==> src/rtl/dbg_halt_ctrl_pkg.sv <==
// Shared definitions for the debug halt controller: DCSR cause codes and
// the 3-bit binary encoding of the entry/exit sequencer states.
package dbg_halt_ctrl_pkg;

  localparam int DBG_CAUSE_BITS = 3;

  localparam logic [DBG_CAUSE_BITS-1:0] DBG_CAUSE_NONE    = 3'd0;
  localparam logic [DBG_CAUSE_BITS-1:0] DBG_CAUSE_EBREAK  = 3'd1;
  localparam logic [DBG_CAUSE_BITS-1:0] DBG_CAUSE_TRIGGER = 3'd2;
  localparam logic [DBG_CAUSE_BITS-1:0] DBG_CAUSE_HALTREQ = 3'd3;
  localparam logic [DBG_CAUSE_BITS-1:0] DBG_CAUSE_STEP    = 3'd4;

  typedef enum logic [2:0] {
    ST_RUN    = 3'd0,
    ST_FLUSH  = 3'd1,
    ST_HALTED = 3'd2,
    ST_RESUME = 3'd3,
    ST_STEP   = 3'd4
  } dbg_state_e;

endpackage

==> src/rtl/dbg_halt_ctrl_if.sv <==
// Signal bundle between the core/debug module and the debug halt controller.
// slave: the controller; master: the core pipeline and debug module side.
interface dbg_halt_ctrl_if #(
  parameter int ADDR_WIDTH = 32,
  parameter int CAUSE_W    = 3
);
  logic                  breakpoint;
  logic                  ebreak_ex;
  logic                  halt_req;
  logic                  resume_req;
  logic                  dcsr_step;
  logic                  ex_valid;
  logic [ADDR_WIDTH-1:0] pc_ex;
  logic                  retire;
  logic [ADDR_WIDTH-1:0] pc_next;
  logic                  flush_ack;
  logic                  dpc_wr_en;
  logic [ADDR_WIDTH-1:0] dpc_wr_data;
  logic                  flush_req;
  logic                  dbg_mode;
  logic                  halted;
  logic                  resume_ack;
  logic                  redirect_valid;
  logic [ADDR_WIDTH-1:0] redirect_pc;
  logic [ADDR_WIDTH-1:0] dpc;
  logic [CAUSE_W-1:0]    dcsr_cause;

  modport slave (
    input  breakpoint, ebreak_ex, halt_req, resume_req, dcsr_step, ex_valid,
           pc_ex, retire, pc_next, flush_ack, dpc_wr_en, dpc_wr_data,
    output flush_req, dbg_mode, halted, resume_ack, redirect_valid,
           redirect_pc, dpc, dcsr_cause
  );

  modport master (
    output breakpoint, ebreak_ex, halt_req, resume_req, dcsr_step, ex_valid,
           pc_ex, retire, pc_next, flush_ack, dpc_wr_en, dpc_wr_data,
    input  flush_req, dbg_mode, halted, resume_ack, redirect_valid,
           redirect_pc, dpc, dcsr_cause
  );

endinterface

==> src/rtl/dbg_halt_ctrl_cause_prio.sv <==
// Debug-entry priority encoder: trigger > ebreak > haltreq > step.
// Events arrive already qualified by the sequencer state and ex_valid.
module dbg_cause_prio
  import dbg_halt_ctrl_pkg::*;
(
  input  logic                      breakpoint,
  input  logic                      ebreak_ex,
  input  logic                      halt_req,
  input  logic                      step_done,
  output logic                      take,
  output logic [DBG_CAUSE_BITS-1:0] cause
);

  // Pick the highest-priority pending entry reason
  always_comb begin
    take  = 1'b1;
    cause = DBG_CAUSE_NONE;
    if (breakpoint)     cause = DBG_CAUSE_TRIGGER;
    else if (ebreak_ex) cause = DBG_CAUSE_EBREAK;
    else if (halt_req)  cause = DBG_CAUSE_HALTREQ;
    else if (step_done) cause = DBG_CAUSE_STEP;
    else                take  = 1'b0;
  end

endmodule

==> src/rtl/dbg_halt_ctrl.sv <==
// Debug-mode entry/exit sequencer: captures DPC and cause, drains the
// pipeline via flush_req/flush_ack, holds in HALTED, and redirects fetch to
// DPC on resume. Define KRV_DBG_STEP_EN to build the single-step state.
module dbg_halt_ctrl
  import dbg_halt_ctrl_pkg::*;
#(
  parameter int ADDR_WIDTH = 32,
  parameter int CAUSE_W    = 3
) (
  input  logic            cpu_clk,
  input  logic            cpu_rst,
  dbg_halt_ctrl_if.slave  dbg
);

  dbg_state_e              state;
  logic                    flush_req_q;
  logic                    dbg_mode_q;
  logic                    halted_q;
  logic                    resume_ack_q;
  logic                    redirect_valid_q;
  logic [ADDR_WIDTH-1:0]   dpc_q;
  logic [CAUSE_W-1:0]      cause_q;

  logic                    ev_bp;
  logic                    ev_eb;
  logic                    ev_hr;
  logic                    ev_sd;
  logic                    take;
  logic [DBG_CAUSE_BITS-1:0] prio_cause;
  logic                    step_go;

`ifdef KRV_DBG_STEP_EN
  assign step_go = dbg.dcsr_step;
`else
  logic unused_step_inputs;
  assign step_go            = 1'b0;
  assign unused_step_inputs = ^{dbg.dcsr_step, dbg.retire, dbg.pc_next};
`endif

  // Gate raw events by state: RUN takes all but step, STEP takes trigger/ebreak/retire
  always_comb begin
    ev_bp = 1'b0;
    ev_eb = 1'b0;
    ev_hr = 1'b0;
    ev_sd = 1'b0;
    case (state)
      ST_RUN: begin
        ev_bp = dbg.breakpoint & dbg.ex_valid;
        ev_eb = dbg.ebreak_ex  & dbg.ex_valid;
        ev_hr = dbg.halt_req   & dbg.ex_valid;
      end
`ifdef KRV_DBG_STEP_EN
      ST_STEP: begin
        ev_bp = dbg.breakpoint & dbg.ex_valid;
        ev_eb = dbg.ebreak_ex  & dbg.ex_valid;
        ev_sd = dbg.retire;
      end
`endif
      default: ;
    endcase
  end

  dbg_cause_prio u_prio (
    .breakpoint (ev_bp),
    .ebreak_ex  (ev_eb),
    .halt_req   (ev_hr),
    .step_done  (ev_sd),
    .take       (take),
    .cause      (prio_cause)
  );

  // Sequencer FSM with registered handshake/status outputs and DPC/cause capture
  always_ff @(posedge cpu_clk) begin
    if (cpu_rst) begin
      state            <= ST_RUN;
      flush_req_q      <= 1'b0;
      dbg_mode_q       <= 1'b0;
      halted_q         <= 1'b0;
      resume_ack_q     <= 1'b0;
      redirect_valid_q <= 1'b0;
      dpc_q            <= '0;
      cause_q          <= '0;
    end else begin
      case (state)
        ST_RUN, ST_STEP: begin
          if (take) begin
            // A completed step records the next PC; everything else records EX
            dpc_q       <= (prio_cause == DBG_CAUSE_STEP) ? dbg.pc_next : dbg.pc_ex;
            cause_q     <= CAUSE_W'(prio_cause);
            flush_req_q <= 1'b1;
            state       <= ST_FLUSH;
          end
        end
        ST_FLUSH: begin
          if (dbg.flush_ack) begin
            flush_req_q <= 1'b0;
            dbg_mode_q  <= 1'b1;
            halted_q    <= 1'b1;
            state       <= ST_HALTED;
          end
        end
        ST_HALTED: begin
          // The write lands on the same edge as resume, so RESUME sees the new DPC
          if (dbg.dpc_wr_en) dpc_q <= dbg.dpc_wr_data;
          if (dbg.resume_req) begin
            redirect_valid_q <= 1'b1;
            resume_ack_q     <= 1'b1;
            state            <= ST_RESUME;
          end
        end
        ST_RESUME: begin
          redirect_valid_q <= 1'b0;
          resume_ack_q     <= 1'b0;
          dbg_mode_q       <= 1'b0;
          halted_q         <= 1'b0;
          state            <= step_go ? ST_STEP : ST_RUN;
        end
        default: state <= ST_RUN;
      endcase
    end
  end

  assign dbg.flush_req      = flush_req_q;
  assign dbg.dbg_mode       = dbg_mode_q;
  assign dbg.halted         = halted_q;
  assign dbg.resume_ack     = resume_ack_q;
  assign dbg.redirect_valid = redirect_valid_q;
  assign dbg.redirect_pc    = dpc_q;
  assign dbg.dpc            = dpc_q;
  assign dbg.dcsr_cause     = cause_q;

endmodule

==> src/flat_wrapper.sv <==
// flat-port wrapper written by rule: the top's interface ports become plain ports
module dbg_halt_ctrl_flat import dbg_halt_ctrl_pkg::*;
#(
  parameter int ADDR_WIDTH = 32,
  parameter int CAUSE_W    = 3
)
  (cpu_clk, cpu_rst, dbg_breakpoint, dbg_ebreak_ex, dbg_halt_req, dbg_resume_req, dbg_dcsr_step, dbg_ex_valid, dbg_pc_ex, dbg_retire, dbg_pc_next, dbg_flush_ack, dbg_dpc_wr_en, dbg_dpc_wr_data, dbg_flush_req, dbg_dbg_mode, dbg_halted, dbg_resume_ack, dbg_redirect_valid, dbg_redirect_pc, dbg_dpc, dbg_dcsr_cause);
  dbg_halt_ctrl_if #(.ADDR_WIDTH(ADDR_WIDTH), .CAUSE_W(CAUSE_W)) dbg_i ();
  input  logic cpu_clk;
  input  logic cpu_rst;
  input wire logic [$bits(dbg_i.breakpoint)-1:0] dbg_breakpoint;
  input wire logic [$bits(dbg_i.ebreak_ex)-1:0] dbg_ebreak_ex;
  input wire logic [$bits(dbg_i.halt_req)-1:0] dbg_halt_req;
  input wire logic [$bits(dbg_i.resume_req)-1:0] dbg_resume_req;
  input wire logic [$bits(dbg_i.dcsr_step)-1:0] dbg_dcsr_step;
  input wire logic [$bits(dbg_i.ex_valid)-1:0] dbg_ex_valid;
  input wire logic [$bits(dbg_i.pc_ex)-1:0] dbg_pc_ex;
  input wire logic [$bits(dbg_i.retire)-1:0] dbg_retire;
  input wire logic [$bits(dbg_i.pc_next)-1:0] dbg_pc_next;
  input wire logic [$bits(dbg_i.flush_ack)-1:0] dbg_flush_ack;
  input wire logic [$bits(dbg_i.dpc_wr_en)-1:0] dbg_dpc_wr_en;
  input wire logic [$bits(dbg_i.dpc_wr_data)-1:0] dbg_dpc_wr_data;
  output wire logic [$bits(dbg_i.flush_req)-1:0] dbg_flush_req;
  output wire logic [$bits(dbg_i.dbg_mode)-1:0] dbg_dbg_mode;
  output wire logic [$bits(dbg_i.halted)-1:0] dbg_halted;
  output wire logic [$bits(dbg_i.resume_ack)-1:0] dbg_resume_ack;
  output wire logic [$bits(dbg_i.redirect_valid)-1:0] dbg_redirect_valid;
  output wire logic [$bits(dbg_i.redirect_pc)-1:0] dbg_redirect_pc;
  output wire logic [$bits(dbg_i.dpc)-1:0] dbg_dpc;
  output wire logic [$bits(dbg_i.dcsr_cause)-1:0] dbg_dcsr_cause;
  assign dbg_i.breakpoint = dbg_breakpoint;
  assign dbg_i.ebreak_ex = dbg_ebreak_ex;
  assign dbg_i.halt_req = dbg_halt_req;
  assign dbg_i.resume_req = dbg_resume_req;
  assign dbg_i.dcsr_step = dbg_dcsr_step;
  assign dbg_i.ex_valid = dbg_ex_valid;
  assign dbg_i.pc_ex = dbg_pc_ex;
  assign dbg_i.retire = dbg_retire;
  assign dbg_i.pc_next = dbg_pc_next;
  assign dbg_i.flush_ack = dbg_flush_ack;
  assign dbg_i.dpc_wr_en = dbg_dpc_wr_en;
  assign dbg_i.dpc_wr_data = dbg_dpc_wr_data;
  assign dbg_flush_req = dbg_i.flush_req;
  assign dbg_dbg_mode = dbg_i.dbg_mode;
  assign dbg_halted = dbg_i.halted;
  assign dbg_resume_ack = dbg_i.resume_ack;
  assign dbg_redirect_valid = dbg_i.redirect_valid;
  assign dbg_redirect_pc = dbg_i.redirect_pc;
  assign dbg_dpc = dbg_i.dpc;
  assign dbg_dcsr_cause = dbg_i.dcsr_cause;
  dbg_halt_ctrl #(.ADDR_WIDTH(ADDR_WIDTH), .CAUSE_W(CAUSE_W)) u_core (.cpu_clk(cpu_clk), .cpu_rst(cpu_rst), .dbg(dbg_i));
endmodule
==> config.mk <==
export PLATFORM = sky130hd
export DESIGN_NAME = dbg_halt_ctrl_flat
export DESIGN_NICKNAME = d
export VERILOG_FILES = /design/src/rtl/dbg_halt_ctrl_pkg.sv /design/src/rtl/dbg_halt_ctrl_if.sv /design/src/rtl/dbg_halt_ctrl_cause_prio.sv /design/src/rtl/dbg_halt_ctrl.sv /design/src/flat_wrapper.sv
export SDC_FILE = /design/constraint.sdc
export NUM_CORES = 1
export LEC_CHECK = 0
export CORE_MARGIN = 2
export CORE_UTILIZATION = 38
export CTS_CLUSTER_SIZE = 10
export DETAILED_ROUTE_END_ITERATION = 6
export GPL_TIMING_DRIVEN = 0
export PLACE_DENSITY = 0.86
export SYNTH_ARGS = -nofsm -noshare
export SYNTH_HDL_FRONTEND = slang
export SYNTH_SLANG_ARGS = --single-unit
==> constraint.sdc <==
create_clock -name cpu_clk -period 3.95 [get_ports cpu_clk]
set_input_delay 0.395 -clock cpu_clk [delete_from_list [all_inputs] [get_ports cpu_clk]]
set_output_delay 0.395 -clock cpu_clk [all_outputs]
set_load 0.03 [all_outputs]
# After elaboration in Yosys (flattened, before gate mapping)
# Cells that the tools add are included.
[word_totals] register_bits=41 in_bits=107 output_inout_bits=72 word_cells=54
[op_classes] n_eq_ne=9 n_mux=24 bitwise=3 reduce_logical=12
[op_table] op="$mux 32" count=3
[op_table] op="$pmux 32 s2" count=1
[op_table] op="$mux 1" count=10
[op_table] op="$mux 3" count=3
[op_table] op="$pmux 3 s3" count=1
[op_table] op="$reduce_and 3->1" count=3
[op_table] op="$reduce_bool 2->1" count=4
[op_table] op="$eq 3x2->1 const B" count=2
[op_table] op="$mux 2" count=3
[op_table] op="$ne 2x2->1 const B" count=3
[op_table] op="$pmux 1 s2" count=3
[op_table] op="$reduce_and 2->1" count=3
[op_table] op="$and 1x1->1" count=3
[op_table] op="$eq 2x3->1 const B" count=1
[op_table] op="$eq 3x1->1 const B" count=1
[op_table] op="$eq 3x3->1 const B" count=1
[op_table] op="$logic_not 3->1" count=1
[op_table] op="$ne 2x1->1 const B" count=1
[op_table] op="$reduce_or 2->1" count=1

# Logic depth before layout (Yosys ltp)
[depth] ltp_word=9 depth_mapped=7 ltp_nobuf=5

# Modules after synthesis
# Synthesis repeated with hierarchy kept, for this count alone.
[unflattened] hier_cells=314 area_unflattened_um2=2834.0
[modules_own_cells] mod="dbg_halt_ctrl" n_inst=1 cells_each=307 area_per_inst_um2=2791.4
[modules_own_cells] mod="dbg_cause_prio" n_inst=1 cells_each=7 area_per_inst_um2=42.5

# Worst setup path after synthesis
# Ideal clock, no wire load.
[synth_timing] path_kind="register -> register" start="register u_core.state[0]" end="register u_core.dpc_q[0], in the netlist u_core.dbg.dpc[0]" setup_time_ps=87 t_arrival_ps=1519 t_required_ps=3863 setup_slack_ps=2344 path_stages_with_launch=7 n_path_buf=1 period_less_slack_ps=1606 path_cell_list="dfxtp_1 > inv_1 > ha_1 > nand2b_1 > a22o_4 > buf_6 > a221oi_2"
[synth_via] elab_chain_cells=9 elab_cells_between_ends=21 cone_classes="eq/ne (5); mux (12); reduce/logical (4)"
[synth_lines] element="start, declared" line="dbg_halt_ctrl.sv:15" text="dbg_state_e state;"
[synth_lines] element="start signal, assigned" line="dbg_halt_ctrl.sv:116" text="state <= step_go ? ST_STEP : ST_RUN;"
[synth_lines] element="$logic_not 3->1" line="dbg_halt_ctrl.sv:46, dbg_halt_ctrl.sv:84"
[synth_lines] element="$mux 1" line="dbg_halt_ctrl.sv:46" text="case (state)"
[synth_lines] element="$mux 2" line="dbg_halt_ctrl_cause_prio.sv:20" text="else if (halt_req) cause = DBG_CAUSE_HALTREQ;"
[synth_lines] element="$mux 2" line="dbg_halt_ctrl_cause_prio.sv:19" text="else if (ebreak_ex) cause = DBG_CAUSE_EBREAK;"
[synth_lines] element="$mux 2" line="dbg_halt_ctrl_cause_prio.sv:18" text="if (breakpoint) cause = DBG_CAUSE_TRIGGER;"
[synth_lines] element="$eq 2x3->1" line="dbg_halt_ctrl.sv:88" text="dpc_q <= (prio_cause == DBG_CAUSE_STEP) ? dbg.pc_next : dbg.pc_ex;"
[synth_lines] element="$mux 32" line="dbg_halt_ctrl.sv:88"
[synth_lines] element="$mux 32" line="dbg_halt_ctrl.sv:86" text="if (take) begin"
[synth_lines] element="$pmux 32 s2" line="dbg_halt_ctrl.sv:84" text="case (state)"
[synth_lines] element="end signal, assigned" line="dbg_halt_ctrl.sv:88"
[synth_lines] element="end signal, assigned" line="dbg_halt_ctrl.sv:104" text="if (dbg.dpc_wr_en) dpc_q <= dbg.dpc_wr_data;"
[synth_lines] element="end, declared" line="dbg_halt_ctrl.sv:21" text="logic [ADDR_WIDTH-1:0] dpc_q;"
# Parallel ways exist; a longest one is shown, timed or not. The select of a mux whose other input is x is not followed.
# A chain may end at the register's enable or synchronous reset.

# Final worst setup path
[layout_timing] start="register u_core.dpc_q[20], in the netlist u_core.dbg.dpc[20]" end="output port dbg_redirect_pc[20]"
[layout_lines] element="end, declared" line="flat_wrapper.sv:28" text="output wire logic [$bits(dbg_i.redirect_pc)-1:0] dbg_redirect_pc;"
# No word-level cell between the ends.

==> metrics <==
status=complete, no violations; Ports=roughly 180; final setup TNS=0 ps; Die Span Y=between 80 and 90 µm; Post-CTS Hold Fix Bufs=0; max-cap viol count=0; CP Capture Type=output pin; total CTS buffers=5; r2r worst-path depth=6; area growth from synthesis to layout=62.7%; fmax=535 MHz; final net count=between 500 and 600; Hold Crit Depth=2; HPWL Detailed=around 6000 µm; Leakage Power=between 1.5 and 2 nW; Avg Inst Size Synth=approximately 8.9 µm²; Crit Path Max Fanout=3; postcts setup bufs=0; Syn Inst Count=about 290; total gr overflow=0; Pwr Density=about 980 mW/mm²; vias in the first global route=2585; Syn Nets=roughly 400; Yosys top cell by area=dfxtp_1; Critical Path RT=3560 ps; WHS=a little under 500 ps; DR iter-0 viols=74; clk root buf=clkbuf_8; CTS Sinks=39; pin count of the biggest net entering global routing=13; mapped cell area=approximately 0.0026 mm²; Final Max Slew Viols=0; routed len/inst=14.9 µm; WL final=7660 µm; port bufs=142; dominant cells by area after synthesis=dfxtp_1, a221oi_2, buf_4, a32o_1, inv_1; Final period util=0.473; initial antenna violation count=0; Slew HR=0.535; crit path kind=flop to output pin; Arr. time, crit path=1470 ps; Yosys reg bits=39; final setup violation count=0; GRT Util Overall=0.201; CP Launch Type=flop; H-tree Lvls=2; via count=2614; Hold Crit Class=flop to flop; Worst Skew=a little under 6 ps; post-synthesis cell type count=33; Hold Fails Final Rpt=0; Pre-antenna DRT Iters=4; drt drc=0; VDD IR max=roughly 0.0005 V; core footprint=~0.0064 mm²; routability cong.=between 0.7 and 0.8; post-synthesis sequential area ratio=0.306; Final ANT Viol Nets=0; synth warn=0; Starting Density=0.398; min cycle time layout=between 1500 and 2000 ps; Clock transition at path regs=~80 ps; first-pass GRT wire length=12000 µm; fillcell total=548; Synth top area share=0.306; Core Rows=29; Max Root-Sink Buffers=2; PostCTS Resize Cnt=0; unrepaired setup endpoints after global routing=false; ant diodes=0; Die X=between 80 and 90 µm; fraction of layout cells with a size suffix above 1=0.206; CTS tree=yes; DR vias/cell=between 5 and 6; worst-margin pin slew=697 ps; die footprint=approximately 0.0074 mm²; worst skew pair latency=roughly 290 ps
## cell usage after synthesis
library cell and n:
a211oi_1 1, a21oi_1 3, a221oi_1 2, a221oi_2 30, a22o_4 1, a311oi_1 1
a31oi_1 2, a32o_1 27, and4b_1 1, buf_1 4, buf_2 4, buf_4 39
buf_6 3, clkbuf_1 8, conb_1 1, dfxtp_1 39, ha_1 4, inv_1 64
mux2_2 1, mux2i_1 1, nand2_1 4, nand2b_1 1, nand3_1 2, nor2_1 27
nor2b_1 2, nor3_1 1, o21a_1 1, o21ai_0 2, o22ai_1 5, o31a_1 1
o31ai_4 1, o32ai_1 1, or2_2 3
## layout by cell type, fill, tap and decap left out, types with 2 or more instances in the layout
cell type	Yosys	final
buf_1	4	4
dfxtp_1	39	39
o21ai_0	2	2
a221oi_1	2	2
clkbuf_1	8	8
a32o_1	27	27
a221oi_2	30	30
buf_4	39	39
nand3_1	2	2
buf_2	4	4
ha_1	4	4
nor2b_1	2	2
nor2_1	27	27
clkbuf_8	0	5
inv_1	64	64
or2_2	3	3
a21oi_1	3	3
o22ai_1	5	5
nand2_1	4	4
clkdlybuf4s50_1	0	142
a31oi_1	2	2
clkinv_2	0	3
buf_6	3	3
## layout make-up
cell class | count | area [µm²] | area share
Timing Repair Buffer | 142 | 1420 | 0.342
Multi-Input combinational cell | 126 | 1140 | 0.275
Sequential cell | 39 | 781 | 0.188
Buffer | 58 | 392 | 0.0942
Inverter | 64 | 240 | 0.0578
Tap cell | 77 | 96.3 | 0.0232
Clock buffer | 5 | 68.8 | 0.0166
Clock inverter | 3 | 15.0 | 0.00361
## per-layer routing
metal,global-route usage,wire length [µm]
met1,0.237,3070
met2,0.362,3800
met3,0.0558,732
met4,0.0390,56
met5,0,0
## metrics by stage
step            util  cell area, µm²  power [mW]  worst slack (ps)  std cells
6_report       0.647            4160        4.07              2080        514
5_1_grt        0.647            4160        4.30              1970        514
4_1_cts        0.647            4160        4.10              2060        514
3_5_place_dp   0.634            4070        3.83              1870        506
3_3_place_gp   0.634            4070        3.77              1930        506
2_1_floorplan      -            2550        2.81              2340        287
## state kept, by name (all words and copies together) (netlist names)
register,cells
u_core.dbg.dbg_mode,1
u_core.dbg.resume_ack,1
u_core.dbg.flush_req,1
u_core.state,2
u_core.dbg.dcsr_cause,2
u_core.dbg.dpc,32
## cell families (layout without fill, tap and decap cells)
logic type / Yosys count / in the layout / share of synthesized area
buffers and inverters: 122 / 272 / 0.247
AOI/OAI and AO/OA: 78 / 78 / 0.347
and+or+nand+nor: 41 / 41 / 0.0701
DFF: 39 / 39 / 0.306
adders and majority gates: 4 / 4 / 0.0196
muxes: 2 / 2 / 0.00833
other: 1 / 1 / 0.00147
## report_power, final
| part | internal [mW] | switching, mW | total (mW) |
|---|---|---|---|
| Combinational | 1.39 | 1.65 | 3.05 |
| Sequential | 0.597 | 0.164 | 0.761 |
| Clock | 0.121 | 0.143 | 0.264 |
| Total | 2.11 | 1.96 | 4.07 |
## critical path, cell delays in order, from the launching register on
cell             delay (ps)
dfxtp_1                 400
buf_4                   130
clkdlybuf4s50_1         650
## final timing paths
path	startpoint	to	slack (ps)
worst max-delay path	u_core.dbg.dpc[20]$_SDFFE_PP0P_	dbg_redirect_pc[20]	2080
worst min-delay path	u_core.dbg.dpc[4]$_SDFFE_PP0P_	u_core.dbg.dpc[4]$_SDFFE_PP0P_	480
worst max register to register	u_core.state[0]$_SDFFE_PP0P_	u_core.dbg.dpc[19]$_SDFFE_PP0P_	2110
worst min register to register	u_core.dbg.dpc[4]$_SDFFE_PP0P_	u_core.dbg.dpc[4]$_SDFFE_PP0P_	480
Power figures use the tool's default switching activity.
